File: config.mk
export PLATFORM = sky130hd
export DESIGN_NAME = alu_cmd_unit
export DESIGN_NICKNAME = d
export VERILOG_FILES = /design/src/rtl/alu_cmd_unit.sv
export SDC_FILE = /design/constraint.sdc
export NUM_CORES = 1
export LEC_CHECK = 0
export BUFFER_PORTS_ARGS = -buffer_cell sky130_fd_sc_hd__buf_2
export CORE_MARGIN = 2
export CORE_UTILIZATION = 58
export DETAILED_ROUTE_END_ITERATION = 16
export PLACE_DENSITY = 0.83
export SETUP_SLACK_MARGIN = 0.2
export SYNTH_ARGS = -nofsm -noshare
export SYNTH_HDL_FRONTEND = slang
export SYNTH_SLANG_ARGS = --single-unit
File: constraint.sdc
create_clock -name clk -period 3.9 [get_ports clk]
set_clock_uncertainty 0.2 [all_clocks]
set_input_delay 0.585 -clock clk [delete_from_list [all_inputs] [get_ports clk]]
set_output_delay 0.585 -clock clk [all_outputs]
set_load 0.03 [all_outputs]
File: src/rtl/alu_cmd_unit.sv
// rtl/alu_cmd_unit.sv - command FIFO feeding a registered 4-bit ALU result stage
module alu_cmd_unit #(
    parameter int FIFO_DEPTH = 4
) (
    input  logic       clk,
    input  logic       rst_n,
    input  logic       cmd_valid,
    output logic       cmd_ready,
    input  logic [3:0] cmd_a,
    input  logic [3:0] cmd_b,
    input  logic [2:0] cmd_sel,
    output logic       res_valid,
    input  logic       res_ready,
    output logic [3:0] res_y,
    output logic       res_carry,
    output logic [2:0] res_sel,
    output logic [3:0] level,
    output logic [7:0] op_count
);
    localparam int         PW      = $clog2(FIFO_DEPTH);
    localparam logic [3:0] DEPTH_L = 4'(FIFO_DEPTH);

    typedef struct packed {
        logic [3:0] a;
        logic [3:0] b;
        logic [2:0] sel;
    } cmd_t;

    cmd_t          mem_q [FIFO_DEPTH];
    logic [PW-1:0] wr_ptr_q, wr_ptr_d;
    logic [PW-1:0] rd_ptr_q, rd_ptr_d;
    logic [3:0]    level_q, level_d;
    logic          res_valid_q, res_valid_d;
    logic [3:0]    res_y_q, res_y_d;
    logic          res_carry_q, res_carry_d;
    logic [2:0]    res_sel_q, res_sel_d;
    logic [7:0]    op_count_q, op_count_d;

    logic          push, pop, consume;
    cmd_t          head;
    logic [4:0]    a5, b5, alu5;

    // cmd_ready depends only on registered level: a full FIFO never looks through a pop
    assign cmd_ready = (level_q != DEPTH_L);
    assign push      = cmd_valid && cmd_ready;
    assign consume   = res_valid_q && res_ready;
    assign pop       = (level_q != 4'd0) && (!res_valid_q || res_ready);

    assign head = mem_q[rd_ptr_q];
    assign a5   = {1'b0, head.a};
    assign b5   = {1'b0, head.b};

    // Bit 4 of the 5-bit result is the carry for adds and the borrow for subtracts
    always_comb begin
        alu5 = 5'd0;
        case (head.sel)
            3'b000: alu5 = a5 + b5;
            3'b001: alu5 = a5 - b5;
            3'b010: alu5 = {1'b0, head.a & head.b};
            3'b011: alu5 = {1'b0, head.a | head.b};
            3'b100: alu5 = {1'b0, head.a ^ head.b};
            3'b101: alu5 = {1'b0, ~head.a};
            3'b110: alu5 = a5 + 5'd1;
            3'b111: alu5 = a5 - 5'd1;
            default: alu5 = 5'd0;
        endcase
    end

    always_comb begin
        wr_ptr_d    = wr_ptr_q;
        rd_ptr_d    = rd_ptr_q;
        level_d     = level_q;
        res_valid_d = res_valid_q;
        res_y_d     = res_y_q;
        res_carry_d = res_carry_q;
        res_sel_d   = res_sel_q;
        op_count_d  = op_count_q + {7'd0, consume};

        if (push) begin
            wr_ptr_d = (wr_ptr_q == PW'(FIFO_DEPTH - 1)) ? '0 : wr_ptr_q + 1'b1;
        end
        if (pop) begin
            rd_ptr_d    = (rd_ptr_q == PW'(FIFO_DEPTH - 1)) ? '0 : rd_ptr_q + 1'b1;
            res_valid_d = 1'b1;
            res_y_d     = alu5[3:0];
            res_carry_d = alu5[4];
            res_sel_d   = head.sel;
        end else if (consume) begin
            res_valid_d = 1'b0;
        end

        case ({push, pop})
            2'b10:   level_d = level_q + 4'd1;
            2'b01:   level_d = level_q - 4'd1;
            default: level_d = level_q;
        endcase
    end

    always_ff @(posedge clk) begin
        if (push) begin
            mem_q[wr_ptr_q] <= '{a: cmd_a, b: cmd_b, sel: cmd_sel};
        end
    end

    always_ff @(posedge clk or negedge rst_n) begin
        if (!rst_n) begin
            wr_ptr_q    <= '0;
            rd_ptr_q    <= '0;
            level_q     <= 4'd0;
            res_valid_q <= 1'b0;
            res_y_q     <= 4'd0;
            res_carry_q <= 1'b0;
            res_sel_q   <= 3'd0;
            op_count_q  <= 8'd0;
        end else begin
            wr_ptr_q    <= wr_ptr_d;
            rd_ptr_q    <= rd_ptr_d;
            level_q     <= level_d;
            res_valid_q <= res_valid_d;
            res_y_q     <= res_y_d;
            res_carry_q <= res_carry_d;
            res_sel_q   <= res_sel_d;
            op_count_q  <= op_count_d;
        end
    end

    assign res_valid = res_valid_q;
    assign res_y     = res_y_q;
    assign res_carry = res_carry_q;
    assign res_sel   = res_sel_q;
    assign level     = level_q;
    assign op_count  = op_count_q;
endmodule

* Word-level counts from Yosys, hierarchy flattened
Memory sizes are Yosys's and may differ from the RTL's.
Cells that the tools add are included.
** Storage, ports and cells
- Bits in registers :: 25
- Bits in writable memories :: 44
- Output and inout bits :: 22
- Logic and storage cells :: 51
- Memories :: 1
** Cells by class
- $add $sub $neg :: 9
- Equality and inequality tests :: 12
- Muxes and demuxes :: 8
- Bitwise operators :: 4
- Reduce and logical (&&, ||, !) cells :: 9
** Memories
- mem_q :: depth 4, width 11, rd ports 1, clocked after memory_dff 0, wr ports 1, RTL line 29 : cmd_t mem_q [FIFO_DEPTH];
** Operators with widths (count)
- $pmux 5 s8 :: 1
- $eq 3x3->1 const B :: 4
- $add 8x1->8 :: 1
- $pmux 4 s2 :: 1
- $eq 2x2->1 const B :: 3
- $eq 3x2->1 const B :: 2
- $add 4x1->5 const B :: 1
- $add 4x4->5 :: 1
- $sub 4x1->5 const B :: 1
- $sub 4x4->5 :: 1
- $add 2x1->2 const B :: 2
- $add 4x1->4 const B :: 1
- $and 4x4->4 :: 1
- $mux 1 :: 4
- $mux 2 :: 2
- $ne 4x3->1 const B :: 1
- $not 4->4 :: 1
- $or 4x4->4 :: 1
- $reduce_bool 2->1 :: 2
- $reduce_bool 4->1 :: 1
- $sub 4x1->4 const B :: 1
- $xor 4x4->4 :: 1
- $eq 3x1->1 const B :: 1
- $logic_and 1x1->1 :: 3
- 4 further kinds :: 4

* Longest topological paths before layout
Gate-level depths: netlist (run 1).
- Word-level depth :: 5
- Mapped depth :: 14

* Worst setup path before layout (run 1)
Ideal clock, no wire load.
- Path kind :: register to register
- Start point :: reg rd_ptr_q[0]
- End point :: reg res_y_q[3] (netlist: res_y[3])
- Arrival time :: 2981 ps
- Slack :: 584 ps
- Cell stages (with the launch flop) :: 15
- Buffers on the path :: 1
- Clock period less this slack :: 3316 ps
- Cells stage by stage :: dfrtp_1 > buf_6 > mux4_2 > inv_1 > ha_1 > a21oi_1 > nor2_1 > a221o_2 > inv_1 > ha_1 > nor2b_1 > o21a_1 > or3_1 > a21oi_1 > o31ai_1
** Between the ends
- Longest elaborated chain between the ends :: 3
** Ends and longest elaborated chain
- start: declaration :: RTL line 31 : logic [PW-1:0] rd_ptr_q, rd_ptr_d;
- start signal: assignment :: RTL line 117 : rd_ptr_q <= rd_ptr_d;
- $mem_v2 4x11 (*)
- $sub 4x1->5 (tied with other cells) :: RTL line 64 : 3'b111: alu5 = a5 - 5'd1;
- $pmux 5 s8 (*) :: RTL line 56 : case (head.sel)
- end signal: assignment :: RTL line 120 : res_y_q <= res_y_d;
- end: declaration :: RTL line 34 : logic [3:0] res_y_q, res_y_d;
Every way passes the cells marked *; elsewhere a longest branch is shown, timed or not.
A chain may end at the register's enable or synchronous reset.

* Worst setup path in the final report (run 1)
Ends and elaborated chain as after synthesis.

==> results.txt, run 1 <==
The worst setup path is launched from a flip-flop. The largest buffer count on any clock path is 2. The critical-path cell with the highest stage delay is sky130_fd_sc_hd__mux4_1. The cell row count came out at 27. The proportion of synthesized chip area in sequential cells came out at 0.583.

The number of nets in the synthesized netlist came out at 282. The area of the core region came out at 0.00554 mm². The highest achievable clock rate came out at 0.287 GHz. The via count of the routed design is 2035. The clock transition time at the flip-flop clock pins of the worst setup and hold paths is 0.08 ns. The vias per cell came out at 5.59. The sequential cell area came out at 0.00195 mm². The largest net degree at the start of global routing is 26.

The slew at the pin closest to its max-slew limit is 0.598 ns. Walking the worst path, the cells encountered are mux4_1, nand2b_1, nand2_1, a221o_2, inv_1, ha_1, nor2b_1, o21a_1, or3_1, a21oi_1, o31ai_1. The area fraction in compound gates after synthesis came out at 0.0851. In this run, CTS created clock tree buffers numbering 9. The biggest cell delay along the critical path came out at 0.74 ns. The detailed-router iteration count before antenna repair is 4.

The remaining global-route overflow came out at 0. In the layout the commonest cells are sky130_fd_sc_hd__edfxtp_1, sky130_fd_sc_hd__buf_2, sky130_fd_sc_hd__dfrtp_1, sky130_fd_sc_hd__ha_1. The die covers 0.00638 mm². The post-layout minimum cycle time is 3.48 ns. The die is 79.9 µm wide. In the final layout, the share of cells above drive strength 1 is 0.233. The number of warning messages in the yosys log came out at 0.

The count of pins over their slew limit is 0. The synthesized area came out at 0.00334 mm². TritonCTS built the clock tree. The number of sinks driven by the clock tree came out at 69. The worst slack after detailed placement came out at 0.300 ns. The critical path is of the flip-flop to flip-flop type. The number of flops mapped to enable cells by yosys is 44.

The relative slew slack came out at 0.601. After synthesis, the largest family of logic cells by area is adder cells. Counting flops with an async set or reset pin after synthesis yields a share of 0.362.

The synthesized design contains 69 register bits. The synthesized netlist cell count is 242. The area growth from synthesis to layout is 15.3%.

The hold violation count in the final report is 0. The initial core utilization is 0.603. The max-cap check violation count is 0.

The arrival time at the worst endpoint came out at 3.52 ns. The total setup violations reported at the end of the flow is 0. The number of nets in the finished design came out at 327. The logic depth of the worst register-to-register path came out at 11. Of the total synthesized cell area, the portion taken by XOR and XNOR cells is 0.0315.

The mean post-synth cell area came out at 13.8 µm². The post-route DRC violation count came out at 0. The global-route usage over all layers came out at 0.208. The multi-input combinational cells in the finished layout cover a total of 0.00128 mm².

The leading cell type in the layout, fill and taps excluded is sky130_fd_sc_hd__edfxtp_1. The floorplan step set the die height to 79.9 µm. Counting distinct cell types in the post-synthesis netlist gives 43. The standard cell area after detailed placement came out at 0.00360 mm². The tree is rooted in a sky130_fd_sc_hd__clkbuf_8. The total routed wirelength is 5.88 mm. Setup repair after global routing left no endpoint under its margin. The basic-gate share of the synthesized area counting and, or, nand and nor cells is 0.0813.

0 antenna diodes ended up in the layout. The worst path meets setup with 0.418 ns of slack. The global routing usage on met2 is 0.334. Input and output buffers added on the ports amount to 36. The final HPWL from detailed placement came out at 4.22 mm. The flow ran to the end, and the final reports show no timing, DRC or antenna violations.

The leading register cell type out of synthesis is sky130_fd_sc_hd__edfxtp_1. In the global route stage, met3 resource usage came out at 0.0633. The level count of the clock H-tree came out at 3. Clock latency on the worst-skew pair, taken at its later pin, is 0.35 ns. In the final routed layout, each cell accounts on average for 16.1 µm. The design area came out at 0.00385 mm². The number of global-route vias before repair came to 2011. The I/O pin count is 37. The number of antenna violations at the first check in global routing is 0. Measured against the total synthesized area, the mux share comes to 0.0855.

The count of placed standard cells in the final layout, fillers left out came out at 364. In this run the worst hold path is classified as primary input to async pin. The quantity of hold-fixing buffers added after cts is 0. At the worst endpoint, the required time is 3.94 ns.

The first global-routing pass estimated 9.75 mm of wire. The fill cell total of the finished layout came out at 402. Of the available clock period, the critical path in the final layout requires 0.893.

The final weighted congestion in routability-driven placement is 0.846. The count of buffers added by post-CTS timing repair for setup came out at 0. The area share of fa/ha/maj cells after synthesis is 0.0982. Of all nets on the critical path, the largest fanout is 10. The number of design-rule violations left by the first detailed-router iteration came out at 193.

In this run the most used layer during global routing was met2. In this run the remaining antenna-violating nets after routing total 0. The final-layout setup total negative slack is 0 ns. The met1 usage in global routing is 0.269.

The type of destination of the critical path is a flip-flop. The count of placed standard cells including taps came out at 348.
-- worst paths after layout --
kind,start,to,slack [ns]
worst min-delay path,rst_n,res_y[1],0.02
worst max register to register,rd_ptr_q[0],res_y[3],0.42
worst max-delay path,rd_ptr_q[0],res_y[3],0.42
min in group clk,cmd_a[0],mem_q[1][7],0.25
max in group asynchronous,rst_n,rd_ptr_q[0],3.10
worst min register to register,op_count[7],op_count[7],0.27
-- layer usage --
layer | wire [µm] | share of wire
met5 | 0 | 0
met4 | 104 | 0.018
met3 | 283 | 0.048
met2 | 2960 | 0.50
met1 | 2530 | 0.43
-- state kept, by name, indices dropped and copies added, names as in the netlist --
register and count:
res_carry 1, rd_ptr_q 2, wr_ptr_q 2, level 4
op_count 8, res_sel 3, mem_q 44, res_y 4
res_valid 1
-- timing repair --
action,4_1_cts,5_1_grt
gates resized for setup,0,1
setup endpoints to repair,0,2
hold endpoints to repair,0,0
-- cell type report --
cell class,count,share of cell area
flip-flops and latches,69,0.506
multi-input cells,148,0.333
clock inverters,7,0.0319
repair buffers,40,0.0546
inverters,19,0.0185
clock buffers,9,0.0322
well taps,72,0.0234
-- logic make-up (layout without fill, tap and decap cells) --
family	Yosys count	count (layout)
flops	69	69
compound gates	43	43
fa+ha+maj	25	25
xor+xnor	12	12
buf+inv	25	75
simple gates	56	56
mux	12	12
-- synthesized netlist by cell type, types with 2 or more instances --
cell	count	area share
sky130_fd_sc_hd__a211oi_1	2	0.0045
sky130_fd_sc_hd__a21o_1	4	0.0090
sky130_fd_sc_hd__a21oi_1	11	0.016
sky130_fd_sc_hd__and3_1	7	0.013
sky130_fd_sc_hd__buf_6	3	0.010
sky130_fd_sc_hd__clkbuf_1	2	0.0022
sky130_fd_sc_hd__dfrtp_1	25	0.19
sky130_fd_sc_hd__edfxtp_1	44	0.40
sky130_fd_sc_hd__fa_1	2	0.012
sky130_fd_sc_hd__ha_1	23	0.086
sky130_fd_sc_hd__inv_1	19	0.021
sky130_fd_sc_hd__mux4_1	7	0.055
sky130_fd_sc_hd__mux4_2	4	0.027
sky130_fd_sc_hd__nand2_1	19	0.021
sky130_fd_sc_hd__nand2b_1	3	0.0056
sky130_fd_sc_hd__nand3_1	2	0.0030
sky130_fd_sc_hd__nor2_1	13	0.015
sky130_fd_sc_hd__nor3_1	4	0.0060
sky130_fd_sc_hd__o21ai_0	9	0.013
sky130_fd_sc_hd__o22ai_1	3	0.0056
sky130_fd_sc_hd__o31ai_1	4	0.0090
sky130_fd_sc_hd__xnor2_1	8	0.021
sky130_fd_sc_hd__xor2_1	4	0.010
-- worst max-delay path, delay by kind of cell, from the launching register on --
family	cells	cell delay, ns
AND/OR/NAND/NOR	4	0.82
buffers and inverters	1	0.06
adder cells (fa/ha/maj)	1	0.21
flip-flops	1	0.52
AO/OA/AOI/OAI	4	0.80
multiplexers	1	0.74
-- metrics by stage --
step / util / hold WS [ns]
2_1_floorplan: - / 0.0894
3_3_place_gp: 0.650 / 0.256
6_report: 0.694 / 0.0172
3_5_place_dp: 0.650 / 0.260
4_1_cts: 0.694 / 0.0268
5_1_grt: 0.694 / 0.0632
Power of run 1 is left out: the tool's default activity adds up to more than one toggle a clock period on the data nets, which glitch-free logic cannot reach.
==> inputs of run 2 (changes only) <==
Settings changed: MAX_ROUTING_LAYER set to met4.
==> results.txt, run 2 (synthesized netlist as in run 1, its figures left out) <==
Outcome: finished, final reports clean (unchanged). The total die area came out at 0.00638 mm² (unchanged). The number of design-rule violations left by the first detailed-router iteration was 158 (was 193). The kind of start point of the critical path is a flip-flop (unchanged).

The part of the cycle the worst path needs came to 0.891 (was 0.893). The data required time of the worst path came out at 3.94 ns (about the same). The TritonCTS buffer count is 9 (unchanged). The cell row count came out at 27 (unchanged). The number of buffers added on ports came out at 36 (unchanged). The reg-to-reg critical path startpoint was rd_ptr_q[0] (unchanged).

The I/O pin count came out at 37 (unchanged). The largest buffer count on any clock path came out at 2 (unchanged). The initial core utilization is 0.603 (unchanged). The total setup violations reported at the end of the flow is 0 (unchanged). The worst hold margin came out at 0.0183 ns (was 0.0172 ns). The clock transition time at the flip-flop clock pins of the worst setup and hold paths was 0.08 ns (about the same).

The type of the setup path with the least slack is flip-flop to flip-flop (unchanged). The number of nets in the finished design is 327 (unchanged). The global-route usage over all layers came out at 0.214 (was 0.208). The reg-to-reg setup timing slack came out at 0.42 ns (about the same).

The number of global-route vias before repair was 2009 (was 2011). The largest net degree at the start of global routing came out at 26 (unchanged). The wire length per cell is 16.0 µm (was 16.1 µm). The type of destination of the critical path is a flip-flop (unchanged).

The highest achievable clock rate is 0.288 GHz (was 0.287 GHz). The count of pins over their slew limit is 0 (unchanged). The share of final-layout standard cells stronger than drive strength 1 is 0.233 (unchanged). The area of the core region came out at 0.00554 mm² (unchanged).

The core utilization of the finished layout came out at 0.694 (unchanged). The logic depth of the worst register-to-register path came to 11 (unchanged). The vias per cell is 5.62 (was 5.59). The max-cap check violation count was 0 (unchanged). The count of placed standard cells in the final layout, fillers left out came to 364 (unchanged). The final HPWL from detailed placement came out at 4.22 mm (unchanged). The level count of the clock H-tree came out at 3 (unchanged). The chip height is 79.9 µm (unchanged).

The flip-flop count of the largest register after layout came out at 44 (unchanged). The post-route DRC violation count is 0 (unchanged). The count of placed standard cells including taps was 348 (unchanged). The remaining global-route overflow came out at 0 (unchanged). The hold violation count in the final report came out at 0 (unchanged).

The relative slew slack is 0.626 (was 0.601). The clock latency reported for the late side of the worst-skew pair came out at 0.35 ns (about the same). Most frequent cells in the layout: sky130_fd_sc_hd__edfxtp_1, sky130_fd_sc_hd__buf_2, sky130_fd_sc_hd__dfrtp_1, sky130_fd_sc_hd__ha_1 (unchanged). The capturing point of the worst reg2reg path is res_y[3] (unchanged). The diode insertion count for antenna repair came out at 0 (unchanged). The TritonCTS clock tree was done (unchanged). The post-layout minimum cycle time came to 3.48 ns (about the same). The last element of the critical path was res_y[3] (unchanged). The via count of the routed design is 2045 (was 2035). The wire length of the first global-routing pass is 9.75 mm (unchanged). The launch point of the worst path was rd_ptr_q[0] (unchanged).

The arrival time at the worst endpoint is 3.51 ns (was 3.52 ns). The number of nets with antenna violations after routing came out at 0 (unchanged). The peak fanout along the critical path came out at 10 (unchanged). The final-layout setup total negative slack is 0 ns (unchanged).

The number of sinks driven by the clock tree is 69 (unchanged). The final weighted congestion in routability-driven placement is 0.859 (was 0.846). The class of the worst hold path was primary input to async pin (unchanged).

The most flop-heavy register is mem_q (unchanged). The detailed-router iteration count before antenna repair came to 4 (unchanged). The number of antenna violations at the first check in global routing came out at 0 (unchanged). The leading cell type in the layout, fill and taps excluded is sky130_fd_sc_hd__edfxtp_1 (unchanged). The quantity of hold-fixing buffers added after cts came out at 0 (unchanged). The root cell of the clock tree was sky130_fd_sc_hd__clkbuf_8 (unchanged).

RSZ-0062 raised after global routing: no (unchanged). The area growth from synthesis to layout came to 15.3% (unchanged). The total routed wirelength was 5.83 mm (was 5.88 mm).

The slew at the pin closest to its max-slew limit is 0.561 ns (was 0.598 ns). The overall die width came out at 79.9 µm (unchanged).
[run 2: routing by layer]
layer	global-route usage	vias up	part of all wire
li1	-	991	-
met1	0.268	987	0.43
met2	0.336	55	0.51
met3	0.0554	12	0.043
met4	0.0881	0	0.019
met5	-	-	0
[run 2: area by class of cell]
type / instances / area [µm²]
flip-flops and latches: 69 / 1950
fillers: 402 / 1690
multi-input cells: 148 / 1280
repair buffers: 40 / 210
clock buffers: 9 / 124
clock inverters: 7 / 123
well taps: 72 / 90.1
inverters: 19 / 71.3
[run 2: how the worst min path moves through the flow]
stage                        endpoint         from
after floorplan              level[0]        rst_n
after global placement    op_count[7]  op_count[7]
after detailed placement  op_count[7]  op_count[7]
after CTS                 rd_ptr_q[0]        rst_n
after global routing      rd_ptr_q[0]        rst_n
final                     rd_ptr_q[0]        rst_n
[run 2: stage by stage]
step	instance area, µm²	setup slack, ns
2_1_floorplan	3340	0.584
3_3_place_gp	3600	0.385
3_5_place_dp	3600	0.300
4_1_cts	3850	0.281
5_1_grt	3850	0.212
6_report	3850	0.424
[run 2: repair_timing]
action,CTS,global route
setup buffers,0,0
gates resized for setup,0,1
setup endpoints to repair,0,2
[run 2: worst max-delay path, cell delays in order (launching register included)]
cell,delay (ns)
sky130_fd_sc_hd__dfrtp_2,0.52
sky130_fd_sc_hd__mux4_1,0.74
sky130_fd_sc_hd__nand2b_1,0.21
sky130_fd_sc_hd__nand2_1,0.17
sky130_fd_sc_hd__a221o_2,0.39
sky130_fd_sc_hd__inv_1,0.06
sky130_fd_sc_hd__ha_1,0.21
sky130_fd_sc_hd__nor2b_1,0.13
sky130_fd_sc_hd__o21a_1,0.18
sky130_fd_sc_hd__or3_1,0.31
sky130_fd_sc_hd__a21oi_1,0.15
sky130_fd_sc_hd__o31ai_1,0.08
Power of run 2 is left out for the same reason.
==> inputs of run 3 (changes only) <==
Settings changed: HOLD_SLACK_MARGIN set to 0.08.
==> results.txt, run 3 (synthesized netlist as in run 1, its figures left out) <==
The design area came out at 0.00386 mm² (was 0.00385 mm²). The final HPWL from detailed placement came out at 4.22 mm (unchanged). The post-layout minimum cycle time was 3.48 ns (about the same).

The clock transition time at the flip-flop clock pins of the worst setup and hold paths came out at 0.08 ns (about the same). The level count of the clock H-tree came out at 3 (unchanged). The leakage power came out at 0.00167 µW. The arrival time at the worst endpoint came out at 3.52 ns (was 3.51 ns). The I/O pin count is 37 (unchanged). The initial core utilization is 0.603 (unchanged). The global-route usage over all layers came out at 0.215 (was 0.214). The largest buffer count on any clock path is 2 (unchanged). The number of sinks driven by the clock tree is 69 (unchanged). The kind of start point of the critical path is a flip-flop (unchanged). The total setup violations reported at the end of the flow came out at 0 (unchanged). The number of buffers and inverters on the critical path came out at 1 (unchanged). The type of the setup path with the least slack is flip-flop to flip-flop (unchanged).

The chip height came out at 79.9 µm (unchanged). The TritonCTS clock tree was done (unchanged). The reg-to-reg setup timing slack is 0.42 ns (about the same).

The largest delay contributor family on the critical path is simple AND/OR/NAND/NOR gates (unchanged). The via count of the routed design is 2054 (was 2045). The diode insertion count for antenna repair came out at 0 (unchanged). The cell row count is 27 (unchanged). The logic depth of the worst register-to-register path came to 11 (unchanged). The wire length per cell came out at 16.2 µm (was 16.0 µm).

The number of nets in the finished design came out at 328 (was 327). The capturing point of the worst reg2reg path was res_y[3] (unchanged). The number of buffers added on ports came to 36 (unchanged). Most frequent cells in the layout: sky130_fd_sc_hd__edfxtp_1, sky130_fd_sc_hd__buf_2, sky130_fd_sc_hd__dfrtp_1, sky130_fd_sc_hd__ha_1 (unchanged). The vias per cell came to 5.63 (was 5.62).

The area growth from synthesis to layout came out at 15.6% (was 15.3%). The share of final-layout standard cells stronger than drive strength 1 is 0.232 (was 0.233). The part of the cycle the worst path needs was 0.892 (was 0.891). The highest achievable clock rate is 0.287 GHz (was 0.288 GHz). The hold violation count in the final report came to 0 (unchanged).

The area of the core region is 0.00554 mm² (unchanged). The biggest cell delay along the critical path is 0.74 ns (about the same). The clock latency reported for the late side of the worst-skew pair came out at 0.35 ns (about the same). The peak fanout along the critical path came out at 10 (unchanged). The type of destination of the critical path was a flip-flop (unchanged). The count of buffers added by post-CTS timing repair for setup came out at 0 (unchanged). The TritonCTS buffer count is 9 (unchanged).

The slew at the pin closest to its max-slew limit is 0.594 ns (was 0.561 ns). The instance count on the critical path came out at 11 (unchanged). The post-route DRC violation count is 0 (unchanged). The overall die width was 79.9 µm (unchanged).

In this run the power density over the cells is 970 mW/mm². The number of global-route vias before repair came to 2021 (was 2009). The number of design-rule violations left by the first detailed-router iteration is 145 (was 158). The detailed-router iteration count before antenna repair came to 5 (was 4).

The launch point of the worst path is rd_ptr_q[0] (unchanged). The critical-path cell with the highest stage delay is sky130_fd_sc_hd__mux4_1 (unchanged). The final-layout setup total negative slack was 0 ns (unchanged). RSZ-0062 raised after global routing: no (unchanged).

The final weighted congestion in routability-driven placement was 0.859 (unchanged). The relative slew slack is 0.604 (was 0.626). Outcome: finished, final reports clean (unchanged). The total routed wirelength is 5.90 mm (was 5.83 mm). The fill cell total of the finished layout came to 401 (was 402). The reg-to-reg critical path startpoint is rd_ptr_q[0] (unchanged). The data required time of the worst path is 3.94 ns (about the same). Cells along the critical path: mux4_1, nand2b_1, nand2_1, a221o_2, inv_1, ha_1, nor2b_1, o21a_1, or3_1, a21oi_1, o31ai_1 (unchanged). The root cell of the clock tree is sky130_fd_sc_hd__clkbuf_8 (unchanged). The count of pins over their slew limit came out at 0 (unchanged).

The number of antenna violations at the first check in global routing came to 0 (unchanged). The worst-case IR drop observed on VDD is 552 µV. The remaining global-route overflow is 0 (unchanged). The class of the worst hold path was primary input to flip-flop (was primary input to async pin). The flip-flop count of the largest register after layout came out at 44 (unchanged). The number of nets with antenna violations after routing is 0 (unchanged).

The leading cell type in the layout, fill and taps excluded is sky130_fd_sc_hd__edfxtp_1 (unchanged). The most flop-heavy register is mem_q (unchanged). The max-cap check violation count came out at 0 (unchanged). The last element of the critical path is res_y[3] (unchanged). The standard cell area after detailed placement came to 0.00360 mm² (unchanged). The wire length of the first global-routing pass is 9.80 mm (was 9.75 mm).

The total die area is 0.00638 mm² (unchanged). The largest net degree at the start of global routing came out at 26 (unchanged).
==> run 3: how the worst min path moves through the flow <==
| stage | depth (start not counted) | start | slack [ns] | to |
|---|---|---|---|---|
| after floorplan | 0 | rst_n | 0.09 | level[0] |
| after CTS | 1 | cmd_a[1] | 0.24 | mem_q[2][8] |
| after global routing | 1 | cmd_a[0] | 0.24 | mem_q[0][7] |
| after global placement | 1 | op_count[7] | 0.26 | op_count[7] |
| final | 1 | cmd_b[3] | 0.25 | mem_q[1][6] |
| after detailed placement | 1 | op_count[7] | 0.26 | op_count[7] |
==> run 3: repair_timing <==
action | CTS | global route
endpoints found under the setup margin | 0 | 2
hold buffers | 1 | 0
hold endpoints to repair | 25 | 0
gates resized for setup | 0 | 1
==> run 3: where the power goes <==
group / switching, µW / internal (µW)
Combinational: 1090 / 779
Clock: 280 / 427
Sequential: 153 / 1010
==> run 3: worst register-to-register path, delay by kind of cell (launching register included) <==
| family | cells | cell delay [ns] |
|---|---|---|
| fa+ha+maj | 1 | 0.21 |
| buf+inv | 1 | 0.06 |
| flops | 1 | 0.52 |
| mux | 1 | 0.74 |
| simple gates | 4 | 0.82 |
| compound gates | 4 | 0.80 |
==> run 3: cell type report <==
| cell class | count | area, µm² | area share |
|---|---|---|---|
| Tap cell | 72 | 90.1 | 0.0234 |
| Clock inverter | 7 | 123 | 0.0318 |
| Multi-Input combinational cell | 148 | 1280 | 0.332 |
| Sequential cell | 69 | 1950 | 0.505 |
| Clock buffer | 9 | 124 | 0.0321 |
| Inverter | 19 | 71.3 | 0.0185 |
| Timing Repair Buffer | 41 | 220 | 0.0571 |
==> run 3: per-stage QoR <==
| step | utilization | total power, µW | hold slack, ns | cells | worst slack (ns) |
|---|---|---|---|---|---|
| floorplan | - | 2610 | 0.0894 | 242 | 0.584 |
| CTS | 0.696 | 3770 | 0.236 | 365 | 0.281 |
| finish | 0.696 | 3740 | 0.249 | 365 | 0.421 |
| detailed placement | 0.650 | 3050 | 0.260 | 348 | 0.300 |
| global route | 0.696 | 4030 | 0.240 | 365 | 0.212 |
| global placement | 0.650 | 2960 | 0.256 | 348 | 0.385 |
==> run 3: routing by layer <==
metal / global-route usage / wire length, µm
met3: 0.0554 / 256
met2: 0.339 / 3030
met1: 0.269 / 2510
met4: 0.0898 / 109
met5: - / 0
Power figures use the tool's default switching activity.
